$ cat config.mk
export PLATFORM = sky130hd
export DESIGN_NAME = mem_port_arbiter
export DESIGN_NICKNAME = d
export VERILOG_FILES = /design/src/rtl/mem_port_arbiter.sv
export SDC_FILE = /design/constraint.sdc
export NUM_CORES = 1
export LEC_CHECK = 0
export ABC_CLOCK_PERIOD_IN_PS = 3600
export BUFFER_PORTS_ARGS = -buffer_cell sky130_fd_sc_hd__buf_2
export CAP_MARGIN = 20
export CORE_MARGIN = 2
export CORE_UTILIZATION = 30
export DETAILED_ROUTE_END_ITERATION = 16
export PLACE_DENSITY_LB_ADDON = 0.08
export SYNTH_ARGS = -nofsm -noshare
export SYNTH_HDL_FRONTEND = slang
export SYNTH_SLANG_ARGS = --single-unit
$ cat constraint.sdc
create_clock -name clk_i -period 3.6 [get_ports clk_i]
set_input_delay 0.18 -clock clk_i [delete_from_list [all_inputs] [get_ports clk_i]]
set_output_delay 0.18 -clock clk_i [all_outputs]
set_load 0.01 [all_outputs]
$ cat src/rtl/mem_port_arbiter.sv
// mem_port_arbiter
//   Shares one single-port synchronous memory between the instruction-fetch
//   requester (if_*) and the load/store requester (d_*). One transaction is
//   outstanding at a time. The fixed memory read latency is sequenced here, and
//   read data is returned from registers.
//
//   Build option: ARB_ROUND_ROBIN_EN
//     defined   - simultaneous requests alternate winners. Data wins first after
//                 reset.
//     undefined - data has fixed priority. Fetch is forced to win after
//                 STARVE_MAX consecutive losses.
//
//   Ports
//     clk_i, rst_ni                    rising-edge clock, async active-low reset
//     if_req_i, if_addr_i              fetch request / address
//     if_gnt_o                         fetch grant (combinational, IDLE only)
//     if_rvalid_o, if_rdata_o          fetch response pulse / registered data
//     d_req_i, d_we_i, d_addr_i,
//     d_wdata_i                        data request, 1=store, address, store data
//     d_gnt_o                          data grant (combinational, IDLE only)
//     d_rvalid_o, d_rdata_o            data response pulse / registered data
//                                      (d_rdata_o is 0 for stores)
//     mem_en_o, mem_we_o,
//     mem_addr_o, mem_wdata_o          memory strobe, write enable, address and
//                                      write data; all are 0 outside a grant cycle
//     mem_rdata_i                      memory read data, valid MEM_LAT cycles
//                                      after mem_en_o
//
//   state  | meaning
//   IDLE   | accept and grant one request, then strobe the memory
//   WAIT   | count down the memory latency, then capture read data
//   RESP   | pulse the winner's rvalid for one cycle
module mem_port_arbiter #(
  parameter int unsigned AW         = 32,
  parameter int unsigned DW         = 32,
  parameter int unsigned MEM_LAT    = 1,
  parameter int unsigned STARVE_MAX = 3
) (
  input  logic          clk_i,
  input  logic          rst_ni,
  input  logic          if_req_i,
  input  logic [AW-1:0] if_addr_i,
  output logic          if_gnt_o,
  output logic          if_rvalid_o,
  output logic [DW-1:0] if_rdata_o,
  input  logic          d_req_i,
  input  logic          d_we_i,
  input  logic [AW-1:0] d_addr_i,
  input  logic [DW-1:0] d_wdata_i,
  output logic          d_gnt_o,
  output logic          d_rvalid_o,
  output logic [DW-1:0] d_rdata_o,
  output logic          mem_en_o,
  output logic          mem_we_o,
  output logic [AW-1:0] mem_addr_o,
  output logic [DW-1:0] mem_wdata_o,
  input  logic [DW-1:0] mem_rdata_i
);

  typedef enum logic [1:0] {S_IDLE, S_WAIT, S_RESP} state_e;

  localparam int unsigned LW = 2;
  localparam logic [LW-1:0] LAT_INIT = LW'(MEM_LAT - 1);

  state_e        state_q, state_d;
  logic [LW-1:0] lat_q, lat_d;
  logic          win_d_q, win_d_d;   // 1: data requester owns the transaction
  logic          store_q, store_d;
  logic [DW-1:0] if_rdata_q, if_rdata_d;
  logic [DW-1:0] d_rdata_q, d_rdata_d;
  logic          grant_if, grant_d, pick_d;

`ifdef ARB_ROUND_ROBIN_EN
  logic          last_d_q, last_d_d; // last grant went to data
`else
  localparam int unsigned SW = (STARVE_MAX < 2) ? 1 : $clog2(STARVE_MAX + 1);
  localparam logic [SW-1:0] STARVE_LIM = SW'(STARVE_MAX);
  logic [SW-1:0] starve_q, starve_d;
`endif

  always_comb begin
    state_d    = state_q;
    lat_d      = lat_q;
    win_d_d    = win_d_q;
    store_d    = store_q;
    if_rdata_d = if_rdata_q;
    d_rdata_d  = d_rdata_q;
    grant_if   = 1'b0;
    grant_d    = 1'b0;
    pick_d     = 1'b0;
`ifdef ARB_ROUND_ROBIN_EN
    last_d_d   = last_d_q;
`else
    starve_d   = starve_q;
`endif

    case (state_q)
      S_IDLE: begin
`ifdef ARB_ROUND_ROBIN_EN
        pick_d = (if_req_i && d_req_i) ? !last_d_q : d_req_i;
`else
        pick_d = (if_req_i && d_req_i) ? (starve_q != STARVE_LIM) : d_req_i;
        // Only a data win against a waiting fetch counts as a fetch loss.
        // A loss at the limit cannot occur, because fetch wins there.
        if (if_req_i && d_req_i && pick_d) starve_d = starve_q + 1'b1;
        else                               starve_d = '0;
`endif
        // Grants are held off while reset is asserted, so reset never
        // strobes the memory.
        if (rst_ni && (if_req_i || d_req_i)) begin
          grant_d  = pick_d;
          grant_if = !pick_d;
          win_d_d  = pick_d;
          store_d  = pick_d && d_we_i;
          lat_d    = LAT_INIT;
          state_d  = S_WAIT;
`ifdef ARB_ROUND_ROBIN_EN
          last_d_d = pick_d;
`endif
        end
      end
      S_WAIT: begin
        if (lat_q == '0) begin
          if (win_d_q) d_rdata_d  = store_q ? '0 : mem_rdata_i;
          else         if_rdata_d = mem_rdata_i;
          state_d = S_RESP;
        end else begin
          lat_d = lat_q - 1'b1;
        end
      end
      S_RESP:  state_d = S_IDLE;
      default: state_d = S_IDLE;
    endcase
  end

  always_ff @(posedge clk_i or negedge rst_ni) begin
    if (!rst_ni) begin
      state_q    <= S_IDLE;
      lat_q      <= '0;
      win_d_q    <= 1'b0;
      store_q    <= 1'b0;
      if_rdata_q <= '0;
      d_rdata_q  <= '0;
`ifdef ARB_ROUND_ROBIN_EN
      last_d_q   <= 1'b0;
`else
      starve_q   <= '0;
`endif
    end else begin
      state_q    <= state_d;
      lat_q      <= lat_d;
      win_d_q    <= win_d_d;
      store_q    <= store_d;
      if_rdata_q <= if_rdata_d;
      d_rdata_q  <= d_rdata_d;
`ifdef ARB_ROUND_ROBIN_EN
      last_d_q   <= last_d_d;
`else
      starve_q   <= starve_d;
`endif
    end
  end

  assign if_gnt_o    = grant_if;
  assign d_gnt_o     = grant_d;
  assign mem_en_o    = grant_if | grant_d;
  assign mem_we_o    = grant_d & d_we_i;
  assign mem_addr_o  = grant_d ? d_addr_i : (grant_if ? if_addr_i : '0);
  assign mem_wdata_o = grant_d ? d_wdata_i : '0;
  assign if_rvalid_o = (state_q == S_RESP) && !win_d_q;
  assign d_rvalid_o  = (state_q == S_RESP) && win_d_q;
  assign if_rdata_o  = if_rdata_q;
  assign d_rdata_o   = d_rdata_q;

endmodule

==> results by stage, run 1 <==
Timing:
- The final setup violation count is 0.
- Dividing the final minimum period by the clock period gives 72.18%.
- The worst-case headroom to the max-slew limit is 31.46%.
- Setup repair after global routing left no endpoint under its margin.
- Counting I/O delays and the setup requirement, the final critical path takes 2.598 ns.
- The clock skew after layout is 0.005450 ns.
- For the final routed database, the setup TNS stands at 0 ns.
- The number of slew-limit violations in the final report came to 0.
- The worst hold margin is 0.09179 ns.
- The count of endpoints failing hold in the final timing report is 0.
- The maximum clock frequency is 0.3848 GHz.
- The slew at the pin closest to its max-slew limit is 1.028 ns.

Clock tree:
- The total CTS buffers is 9.
- The CTS tree is built.
- The register clock-pin slew on the reported worst setup and hold paths is 0.06 ns.
- For this design, the sink count on the clock tree is 72.
- The number of hold buffers added after cts is 0.
- The clock insertion delay at the later pin of the skew report is 0.33 ns.
- The H-tree was split into 3 levels.
- In this run the post-CTS setup repair buffer count came out at 0.
- In this run the deepest clock path goes through 2 buffers.
- The cell sitting at the root of the clock tree is a sky130_fd_sc_hd__clkbuf_16.
- The total of cells resized after clock tree synthesis is 0.

Floorplanning:
- The area of the core is 11,910 sq um.
- The full die area is 12,990 sq um.
- The die outline width is 114.0 microns.
- The starting density of the core is 30.47%.
- The height of the die is 114.0 microns.
- In this run the count of I/O pins placed on the die edge is 267.
- The row count is 40.

Synth:
- The most instantiated library cell after synthesis is sky130_fd_sc_hd__dfrtp_1.
- By area the synthesized netlist is led by sky130_fd_sc_hd__dfrtp_1, sky130_fd_sc_hd__mux2_4, sky130_fd_sc_hd__a22o_1.
- The simple logic cell fraction of the synthesized area is 17.37%.
- The synthesized area is 3630 sq um.
- Sequential elements use 49.64% of the synthesized area.
- The share of the synthesized area in compound gates (AO/OA/AOI/OAI) is 13.82%.
- During synthesis, Yosys emitted a total of 0 warnings.
- Summed over all instances, the cell type with the most area after synthesis is sky130_fd_sc_hd__dfrtp_1.
- The async set or reset register ratio after synthesis is 100.0%.
- After synthesis the netlist holds a flip-flop and latch count of 72.
- The number of distinct standard cells referenced by the synthesized netlist is 27.
- The dominant synthesized flop cell is sky130_fd_sc_hd__dfrtp_1.
- The synthesized netlist devotes 0% of its cell area to XOR and XNOR gates.
- The combinational family with the most area after synthesis is simple AND/OR/NAND/NOR gates.
- The count of flip-flops with a built-in enable after synthesis is 0.
- The net count of the mapped netlist is 458.
- The top-area cell type share of the netlist area is 49.64%.
- The mean instance size in the synthesized netlist is 11.24 sq um.
- The number of standard cells after synthesis is 323.
- The proportion of synthesized area in mux cells is 13.03%.
- Of the total synthesized cell area, the portion taken by full adders, half adders and majority gates is 0.6894%.
- In the synthesized netlist, the cells that appear most often are sky130_fd_sc_hd__dfrtp_1, sky130_fd_sc_hd__o21ai_0, sky130_fd_sc_hd__nand2_1.

Detailed routing:
- In the final routed layout, each cell accounts on average for 15.86 microns.
- The first TritonRoute pass finished after 4 iterations.
- The DRC violation count after routing is 0.
- For this block, the initial DRC count from the detailed router was 150.
- Using the TritonRoute via totals, the vias-per-cell ratio works out to 4.592.
- The post-detailed-routing wire length is 11,580 microns.
- The routed layout has 3,352 vias.
- The number of antenna-violating nets in the routed design is 0.

Placed design:
- Detailed placement finished with a half-perimeter wire length of 8825 microns.
- Routability-driven placement finished with a final weighted congestion of 0.8239.
- The count of port buffers added during placement is 266.

Critical path:
- In this run the register-to-register setup slack is 1.59 ns.
- Data arrives at the worst endpoint at 2.42 ns.
- The signal on the critical path passes through nor2_1 > and4_2 > a22o_1 > buf_2.
- The slowest cell on the critical path is sky130_fd_sc_hd__and4_2.
- In this design, the stage delay of the slowest critical-path cell is 0.97 ns.
- The worst setup path is launched from a register.
- STA classifies the critical path endpoint as an output port.
- For the worst setup path, the data required time is 3.42 ns.
- The setup path with the least slack is of type reg -> out.
- The maximum fanout along the worst path is 67.

Power and ir drop:
- In this run, the clock network consumes 27.4% of the power.
- The net switching power of the design is 1.087 mW.
- The cell leakage power is 2.954 nW.
- The sequential power share is 38.0%.
- The maximum vdd ir drop is 0.2554 mV.
- Combinational logic is responsible for 34.7% of the overall power.
- The internal portion of the total power is 2.405 mW.
- Net switching is 31.12% of the power.
- For this design the ratio of total power to cell area is 655.5 nW/um^2.

Final layout:
- Of the cells placed in the final design, the portion with a size suffix greater than 1 is 54.89%.
- The number of antenna cells inserted is 0.
- The area overhead of the layout relative to synthesis is 46.74%.
- The net count reported at finish is 713.

Job:
- The number of max-cap violations is 0.

GRT:
- The first global-routing pass estimated 17,010 microns of wire.
- The remaining global-route overflow is 0.
- The number of global-route vias before repair is 3,249.
- Entering global routing, the biggest net connects 73 pins.
- The initial antenna violation count is 0.
- The total global routing track utilization is 17.02%.

Status:
- The flow ran to the end, and the final reports show no timing, DRC or antenna violations.

Hold path:
- The type of the tightest min-delay check is in -> reg.
==> critical path: cells and delay by family (launching register included) <==
| family | cells | cell delay, ns |
|---|---|---|
| flops | 1 | 0.46 |
| compound gates | 1 | 0.27 |
| buf+inv | 1 | 0.13 |
| simple gates | 2 | 1.21 |
==> metrics by stage <==
step	utilization [%]	std cells	setup slack, ns	power [mW]	cell area (sq um)
3_5_place_dp	41.88	713	1.333	2.568	4989
4_1_cts	44.59	729	0.9546	3.551	5311
2_1_floorplan	-	323	1.982	2.006	3630
3_3_place_gp	41.88	713	1.424	2.552	4989
5_1_grt	44.72	730	0.8050	3.731	5326
6_report	44.72	730	1.002	3.491	5326
==> cell type report <==
type                            count  area [sq um]
Sequential cell                    72          1802
Clock inverter                      5         80.08
Tap cell                          147         183.9
Fill cell                        1200          6585
Timing Repair Buffer              270          1371
Clock buffer                       11         242.7
Multi-Input combinational cell    221          1632
Inverter                            4         15.01
==> logic make-up (layout without fill, tap and decap cells) <==
group / after synthesis / count (layout)
buf+inv: 30 / 290
mux: 32 / 32
fa+ha+maj: 2 / 2
simple gates: 113 / 113
compound gates: 74 / 74
flops: 72 / 72
==> power by group through the flow <==
stage          clock, mW  combinational (mW)  sequential [mW]
2_1_floorplan          0               0.530             1.48
3_3_place_gp           0                1.22             1.33
3_5_place_dp           0                1.23             1.34
4_1_cts            0.984                1.23             1.33
5_1_grt             1.03                1.33             1.38
6_report           0.955                1.21             1.33
==> cell usage in the layout (no fill, tap or decap), drive strengths merged <==
cell      Yosys  layout
o22ai         1       1
clkbuf        9      11
a21oi         1       1
a22o         33      33
or3           1       1
and2         34      34
o21ai        37      37
buf          17     270
nor2          1       1
nand3         1       1
or3b          1       1
and4          2       2
dfrtp        72      72
o31ai         1       1
nor3b         2       2
nand4b        1       1
clkinvlp      0       2
o311ai        1       1
clkinv        0       1
nand2        36      36
bufinv        0       2
nand2b       33      33
and3b         1       1
mux2         32      32
inv           4       4
ha            2       2
==> path summary, 6_finish.rpt <==
| kind | depth (start not counted) | to | start |
|---|---|---|---|
| max in group asynchronous | 2 | if_rdata_o[13] | rst_ni |
| worst min-delay path | 2 | if_rdata_o[21] | mem_rdata_i[21] |
| worst min register to register | 2 | d_rdata_o[1] | d_rdata_o[1] |
| worst max register to register | 3 | store_q | state_q[0] |
| worst max-delay path | 4 | mem_addr_o[5] | state_q[0] |
| min in group asynchronous | 2 | lat_q[0] | rst_ni |
==> metal layers <==
| metal | part of all wire, % | vias up | track usage, % |
|---|---|---|---|
| met5 | 0 | - | 0 |
| met4 | 2.4 | 0 | 7.398 |
| met2 | 51 | 143 | 29.09 |
| met1 | 40 | 1573 | 20.03 |
| li1 | - | 1622 | - |
| met3 | 7.2 | 14 | 4.676 |
==> state kept, by name (all words and copies together), names as in the netlist <==
register,count
lat_q,2
state_q,2
starve_q,2
store_q,1
if_rdata_o,32
win_d_q,1
d_rdata_o,32
Power figures use the tool's default switching activity.
==> inputs of run 2 (changes only) <==
--- a/config.mk
+++ b/config.mk
@@ -5,7 +5,7 @@
 export SDC_FILE = /design/constraint.sdc
 export NUM_CORES = 1
 export LEC_CHECK = 0
-export ABC_CLOCK_PERIOD_IN_PS = 3600
+export ABC_CLOCK_PERIOD_IN_PS = 2400
 export BUFFER_PORTS_ARGS = -buffer_cell sky130_fd_sc_hd__buf_2
 export CAP_MARGIN = 20
 export CORE_MARGIN = 2
==> constraint.sdc (replaced) <==
create_clock -name clk_i -period 2.4 [get_ports clk_i]
set_input_delay 0.12 -clock clk_i [delete_from_list [all_inputs] [get_ports clk_i]]
set_output_delay 0.12 -clock clk_i [all_outputs]
set_load 0.01 [all_outputs]
==> run 2 against run 1 <==
Net effect: sequential cell count is the same; utilization grew 0.073 points; hold slack lost 0.054 ns; setup slack lost 0.80 ns; largest power group unchanged.
==> results by stage, run 2 (synthesized netlist as in run 1, its figures left out) <==
Floorplanning:
- The full die area came to 12,990 sq um (unchanged).
- The number of placed I/O pins is 267 (unchanged).
- The row count is 40 (unchanged).
- The height of the die is 114.0 microns (unchanged).
- The area of the core is 11,910 sq um (unchanged).
- The die outline width was 114.0 microns (unchanged).
- The starting density of the core is 30.47% (unchanged).

Power and ir drop:
- The cell leakage power is 2.951 nW (about the same).
- The power per cell area came to 950.2 nW/um^2 (+45%).
- The maximum vdd ir drop is 0.3802 mV (+49%).
- The total power is 5.069 mW (+45%).

Critical path:
- The startpoint type of the worst setup path is a register.
- The beginning of the critical path is state_q[0].
- Walking the worst path, the cells encountered are nor2_1 > and4_2 > buf_12 > a22o_1 > buf_2.
- The data required time of the critical path came to 2.28 ns (-1.14 ns).
- The maximum fanout along the worst path is 46 (-31%).
- The kind of capture point of the worst setup path is an output port.
- Among cell families on the critical path, the largest total delay comes from simple AND/OR/NAND/NOR gates.
- The slowest cell on the critical path is sky130_fd_sc_hd__and4_2.
- The number of cells on the worst reg-to-reg path is 6 (+3).
- The worst setup slack for register-to-register paths is 0.70 ns (-0.89 ns).
- The classification of the worst setup path is reg -> out.
- In this run the critical register-to-register path is launched from lat_q[0].
- The critical path data arrival time is 2.07 ns (-0.35 ns).
- The buffer and inverter count on the worst path is 2 (+1).
- The worst register-to-register path ends at if_rdata_o[0].
- The delay contributed by the slowest stage of the critical path came to 0.49 ns (-0.48 ns).

Detailed routing:
- The mean routed wirelength per cell is 15.73 microns (-0.80%).
- The number of detailed-routing iterations run before antenna repair is 4 (unchanged).
- The number of antenna-violating nets in the routed design is 0 (unchanged).
- The DRC violation count after routing is 0 (unchanged).
- The post-detailed-routing wire length is 11,520 microns (-0.53%).
- The routed via count divided by cell count was 4.512 (-1.7%).
- The DRC marker count from the first detailed-route iteration is 127 (-15%).
- The total via count after detailed routing is 3,303 (-1.5%).

GRT:
- The total global routing track utilization is 17.19% (+0.17 points).
- The remaining global-route overflow was 0 (unchanged).
- The number of global-route vias before repair is 3,196 (-1.6%).
- The pin count of the biggest net entering global routing came to 67 (-8.2%).
- The global-route wire length before repair was 17,260 microns (+1.5%).
- The initial antenna violation count was 0 (unchanged).

Timing:
- The number of slew-limit violations in the final report came to 0 (unchanged).
- The slew at the pin closest to its max-slew limit came to 1.008 ns (-0.01988 ns).
- Setup repair after global routing left no endpoint under its margin.
- The setup total negative slack is 0 ns (unchanged).
- The smallest setup slack after layout is 0.2050 ns (-0.7965 ns).
- For this run, the top clock speed supported by timing is 0.4556 GHz.
- The final setup violation count is 0 (unchanged).
- Counting I/O delays and the setup requirement, the final critical path takes 2.195 ns.
- The clock skew after layout was 0.007716 ns (+0.002266 ns).
- The count of endpoints failing hold in the final timing report is 0 (unchanged).
- The worst hold margin is 0.03789 ns (-0.05389 ns).
- The final critical-path share of the clock period is 91.46%.
- The worst-case headroom to the max-slew limit is 32.79% (+1.3 points).

Clock tree:
- The buffer depth of the longest clock path came to 2 (unchanged).
- The total number of H-tree levels was 3 (unchanged).
- The CTS tree is built.
- The count of clock tree sinks was 72 (unchanged).
- The total CTS buffers is 9 (unchanged).
- The register clock-pin slew on the reported worst setup and hold paths is 0.06 ns (about the same).
- The post-CTS repair timing setup buffer count came to 0 (unchanged).
- In this run the clock root is driven by a sky130_fd_sc_hd__clkbuf_16.
- The clock insertion delay at the later pin of the skew report is 0.32 ns (about the same).

Hold path:
- The type of the tightest min-delay check is in -> reg.
- The number of cells traversed by the worst hold path is 2 (unchanged).
- The hold path startpoint is mem_rdata_i[3].
- The end point of the worst hold path is if_rdata_o[3].

Final layout:
- In the layout the commonest cells are sky130_fd_sc_hd__buf_2, sky130_fd_sc_hd__dfrtp_1, sky130_fd_sc_hd__o21ai_0, sky130_fd_sc_hd__nand2_1.
- The share of cells above drive strength 1 is 55.04% (+0.15 points).
- The final non-filler cell area came to 5335 sq um (+0.16%).
- The count of filler cells inserted in the layout is 1,193 (-0.58%).
- The most common library cell in the layout ignoring fill and taps is sky130_fd_sc_hd__buf_2.
- The number of antenna cells inserted is 0 (unchanged).
- The net count reported at finish is 715 (+0.28%).
- The area overhead of the layout relative to synthesis is 46.98%.

Placed design:
- The pre-CTS worst setup slack is 0.2038 ns (-1.129 ns).
- The half-perimeter wire length after detailed placement came to 8813 microns (-0.13%).
- The count of port buffers added during placement is 266 (unchanged).
- The area of placed instances is 5041 sq um (+1.1%).
- The placer's final routability congestion estimate is 0.7632 (-7.4%).

Status:
- The run finished with clean final reports.

Job:
- The number of max-cap violations was 0 (unchanged).
[run 2: timing repair]
item,4_1_cts,5_1_grt
resized for setup,1,0
setup endpoints to repair,33,0
hold buffers,1,0
endpoints found under the hold margin,6,0
[run 2: stage by stage]
step	util (%)	std cells
finish	44.79	732
detailed placement	42.32	715
global placement	42.32	715
floorplan	-	323
global route	44.79	732
CTS	44.79	732
[run 2: worst max path at each step]
stage / slack [ns] / cells after the start / to
finish: 0.21 / 5 / mem_addr_o[20]
global route: 0.02 / 5 / mem_addr_o[21]
global placement: 0.27 / 4 / mem_addr_o[28]
detailed placement: 0.20 / 4 / mem_addr_o[28]
CTS: 0.18 / 5 / mem_addr_o[20]
floorplan: 0.84 / 6 / mem_addr_o[23]
[run 2: where the power goes]
part	internal, mW	switching, mW	total (mW)	leakage (nW)
clock	0.733	0.512	1.25	0.128
combinational	0.973	0.855	1.83	1.93
sequential	1.71	0.287	2.00	0.894
[run 2: final cells by class]
type	instances	area (sq um)	share of cell area, %
multi-input cells	221	1633	30.61
inverters	4	15.01	0.2814
well taps	147	183.9	3.447
repair buffers	272	1419	26.59
flip-flops and latches	72	1802	33.77
clock buffers	11	242.7	4.550
clock inverters	5	40.04	0.7505
[run 2: routing by layer]
metal	wire length, microns	global-route usage [%]	vias up
met4	116	4.878	0
met1	4583	21.01	1533
met2	6107	30.75	140
li1	-	-	1621
met5	0	0	-
met3	709	3.348	9
==> inputs of run 3 (changes only) <==
--- a/config.mk
+++ b/config.mk
@@ -5,7 +5,7 @@
 export SDC_FILE = /design/constraint.sdc
 export NUM_CORES = 1
 export LEC_CHECK = 0
-export ABC_CLOCK_PERIOD_IN_PS = 2400
+export ABC_CLOCK_PERIOD_IN_PS = 2770
 export BUFFER_PORTS_ARGS = -buffer_cell sky130_fd_sc_hd__buf_2
 export CAP_MARGIN = 20
 export CORE_MARGIN = 2
==> constraint.sdc (replaced) <==
create_clock -name clk_i -period 2.77 [get_ports clk_i]
set_input_delay 0.1385 -clock clk_i [delete_from_list [all_inputs] [get_ports clk_i]]
set_output_delay 0.1385 -clock clk_i [all_outputs]
set_load 0.01 [all_outputs]
==> run 3 against run 2 <==
Net effect: combinational power decreased by 14%; setup slack improved by 0.22 ns; global-route usage decreased by 0.40 points; routed wire length decreased by 2.7%; first-iteration DRC count decreased by 16%; hold slack improved by 0.0094 ns; sequential share of layout area increased by 0.16 points; largest power group unchanged; highest routed layer unchanged.
==> results by stage, run 3 (synthesized netlist as in run 1, its figures left out) <==
Status:
- The flow ran to the end, and the final reports show no timing, DRC or antenna violations.

Timing:
- The slew at the pin closest to its max-slew limit is 1.011 ns (+0.002350 ns).
- The setup total negative slack came to 0 ns (unchanged).
- The smallest setup slack after layout is 0.4223 ns (+0.2173 ns).
- The count of endpoints failing hold in the final timing report was 0 (unchanged).
- The worst-case headroom to the max-slew limit is 32.63% (-0.16 points).
- In the finished design, the share of the clock period the worst path needs comes to 84.75%.
- The final setup violation count is 0 (unchanged).
- The number of slew-limit violations in the final report was 0 (unchanged).
- The maximum clock frequency is 0.4260 GHz.
- The clock skew after layout was 0.004562 ns (-0.003154 ns).
- Setup repair after global routing left no endpoint under its margin.
- For the finished layout, the period the worst path requires is 2.348 ns.

Placed design:
- The placer's final routability congestion estimate is 0.7267 (-4.8%).
- The post-placement cell count came to 716 (+0.14%).
- The half-perimeter wire length after detailed placement came to 8476 microns (-3.8%).
- The count of port buffers added during placement is 266 (unchanged).
- The pre-CTS worst setup slack is 0.7826 ns (+0.5788 ns).

Clock tree:
- The clock insertion delay at the later pin of the skew report is 0.33 ns (about the same).
- The total CTS buffers was 9 (unchanged).
- The total of cells resized after clock tree synthesis is 0 (-1).
- TritonCTS built the clock tree.
- The buffer depth of the longest clock path came to 2 (unchanged).
- The register clock-pin slew on the reported worst setup and hold paths is 0.05 ns (about the same).
- The cell sitting at the root of the clock tree is a sky130_fd_sc_hd__clkbuf_16.
- The total number of H-tree levels is 3 (unchanged).
- The post-CTS repair timing setup buffer count is 0 (unchanged).
- The count of clock tree sinks is 72 (unchanged).
- The number of hold buffers added after cts is 1 (unchanged).

Floorplanning:
- The area of the core is 11,910 sq um (unchanged).
- The starting density of the core is 30.47% (unchanged).
- The full die area was 12,990 sq um (unchanged).
- The row count is 40 (unchanged).
- The number of placed I/O pins is 267 (unchanged).
- The die outline width is 114.0 microns (unchanged).
- The height of the die is 114.0 microns (unchanged).

Critical path:
- In this run the critical register-to-register path is captured at if_rdata_o[0].
- The number of cells on the worst reg-to-reg path is 5 (-1).
- The critical path data arrival time is 2.21 ns (+0.14 ns).
- The maximum fanout along the worst path came to 33 (-28%).
- The critical path is of the in -> out type.
- The kind of capture point of the worst setup path is an output port.
- The data required time of the critical path came to 2.63 ns (+0.35 ns).
- The critical register-to-register path startpoint is lat_q[0].
- The worst setup path endpoint is mem_addr_o[4].
- The worst setup slack for register-to-register paths is 0.84 ns (+0.14 ns).
- The startpoint type of the worst setup path is a primary input.
- The beginning of the critical path is rst_ni.

Detailed routing:
- The total via count after detailed routing is 3,299 (-0.12%).
- The number of detailed-routing iterations run before antenna repair is 4 (unchanged).
- The DRC marker count from the first detailed-route iteration is 107 (-16%).
- The post-detailed-routing wire length came to 11,210 microns (-2.7%).
- The mean routed wirelength per cell came to 15.29 microns (-2.8%).
- The routed via count divided by cell count is 4.501 (-0.26%).
- The number of antenna-violating nets in the routed design is 0 (unchanged).
- The DRC violation count after routing is 0 (unchanged).

Hold path:
- The hold path startpoint is d_we_i.
- The tightest min-delay check is of the in -> reg type.

Power and ir drop:
- The total power came to 4.434 mW (-13%).
- The power per cell area is 835.0 nW/um^2 (-12%).
- The maximum vdd ir drop is 0.2966 mV (-22%).
- The cell leakage power is 2.953 nW (about the same).

Final layout:
- Compared with the post-synthesis result, the final layout area differs by 46.29%.
- The library cells used most frequently in the layout, excluding fill and tap cells, are sky130_fd_sc_hd__buf_2, sky130_fd_sc_hd__dfrtp_1, sky130_fd_sc_hd__o21ai_0, sky130_fd_sc_hd__nand2_1.
- Leaving out fill and tap cells, the most frequent cell in the layout is sky130_fd_sc_hd__buf_2.
- The final instance count without filler cells is 733 (+0.14%).
- The share of cells above drive strength 1 is 54.95% (-0.094 points).
- The net count reported at finish was 716 (+0.14%).
- The number of antenna cells inserted was 0 (unchanged).
- The final design utilization is 44.58% (-0.21 points).

GRT:
- The number of global-route vias before repair is 3,195 (-0.031%).
- The remaining global-route overflow came to 0 (unchanged).
- The global-route wire length before repair is 16,740 microns (-3.0%).
- The total global routing track utilization came to 16.79% (-0.40 points).
- The pin count of the biggest net entering global routing was 55 (-18%).
- The initial antenna violation count is 0 (unchanged).

Job:
- The number of max-cap violations came to 0 (unchanged).
## run 3: changes by cell type in the layout (fill, tap and decap cells not counted)
cell / change
sky130_fd_sc_hd__and4_2: -1
sky130_fd_sc_hd__buf_4: +4
sky130_fd_sc_hd__inv_6: -1
sky130_fd_sc_hd__and4_1: +1
sky130_fd_sc_hd__buf_12: -3
sky130_fd_sc_hd__clkinv_4: -1
sky130_fd_sc_hd__clkinvlp_4: -1
sky130_fd_sc_hd__clkinv_2: +3
sky130_fd_sc_hd__clkbuf_8: -1
sky130_fd_sc_hd__bufinv_16: +1
## run 3: how the worst min path moves through the flow
| stage | end | cells past startpoint |
|---|---|---|
| finish | store_q | 2 |
| global route | if_rdata_o[23] | 2 |
| CTS | store_q | 2 |
| detailed placement | d_rdata_o[9] | 1 |
| global placement | d_rdata_o[5] | 1 |
| floorplan | d_rdata_o[0] | 0 |
## run 3: cell type report
class	count	area, sq um
Fill cell	1181	6601
Sequential cell	72	1802
Multi-Input combinational cell	221	1632
Timing Repair Buffer	273	1389
Clock buffer	10	229.0
Tap cell	147	183.9
Clock inverter	6	60.06
Inverter	4	15.01
## run 3: report_power, final
part / total [mW] / switching [mW] / leakage [nW] / internal (mW)
registers: 1.74 / 0.257 / 0.894 / 1.48
logic: 1.57 / 0.733 / 1.92 / 0.835
clock network: 1.13 / 0.437 / 0.138 / 0.692
## run 3: worst max-delay path: stages
cell and delay (ns):
sky130_fd_sc_hd__dlygate4sd3_1 0.55, sky130_fd_sc_hd__buf_4 0.29, sky130_fd_sc_hd__and4_2 0.56, sky130_fd_sc_hd__buf_4 0.33, sky130_fd_sc_hd__a22o_1 0.18, sky130_fd_sc_hd__buf_2 0.13
## run 3: routing by layer
layer  part of all wire (%)  routed length (microns)  GRT usage (%)  vias to the layer above
met1                     42                     4700          20.67                     1527
li1                       -                        -              -                     1622
met5                      0                        0              0                        -
met2                     50                     5556          28.21                      137
met4                    1.9                      208          7.154                        0
met3                    6.6                      743          3.932                       13
## run 3: metrics by stage
step                      area [sq um]  hold slack (ns)
after floorplan                   3630          -0.1571
after global placement            5011          0.04499
after detailed placement          5011          0.05128
after CTS                         5310          0.03406
after global routing              5310          0.04312
final                             5310          0.04729
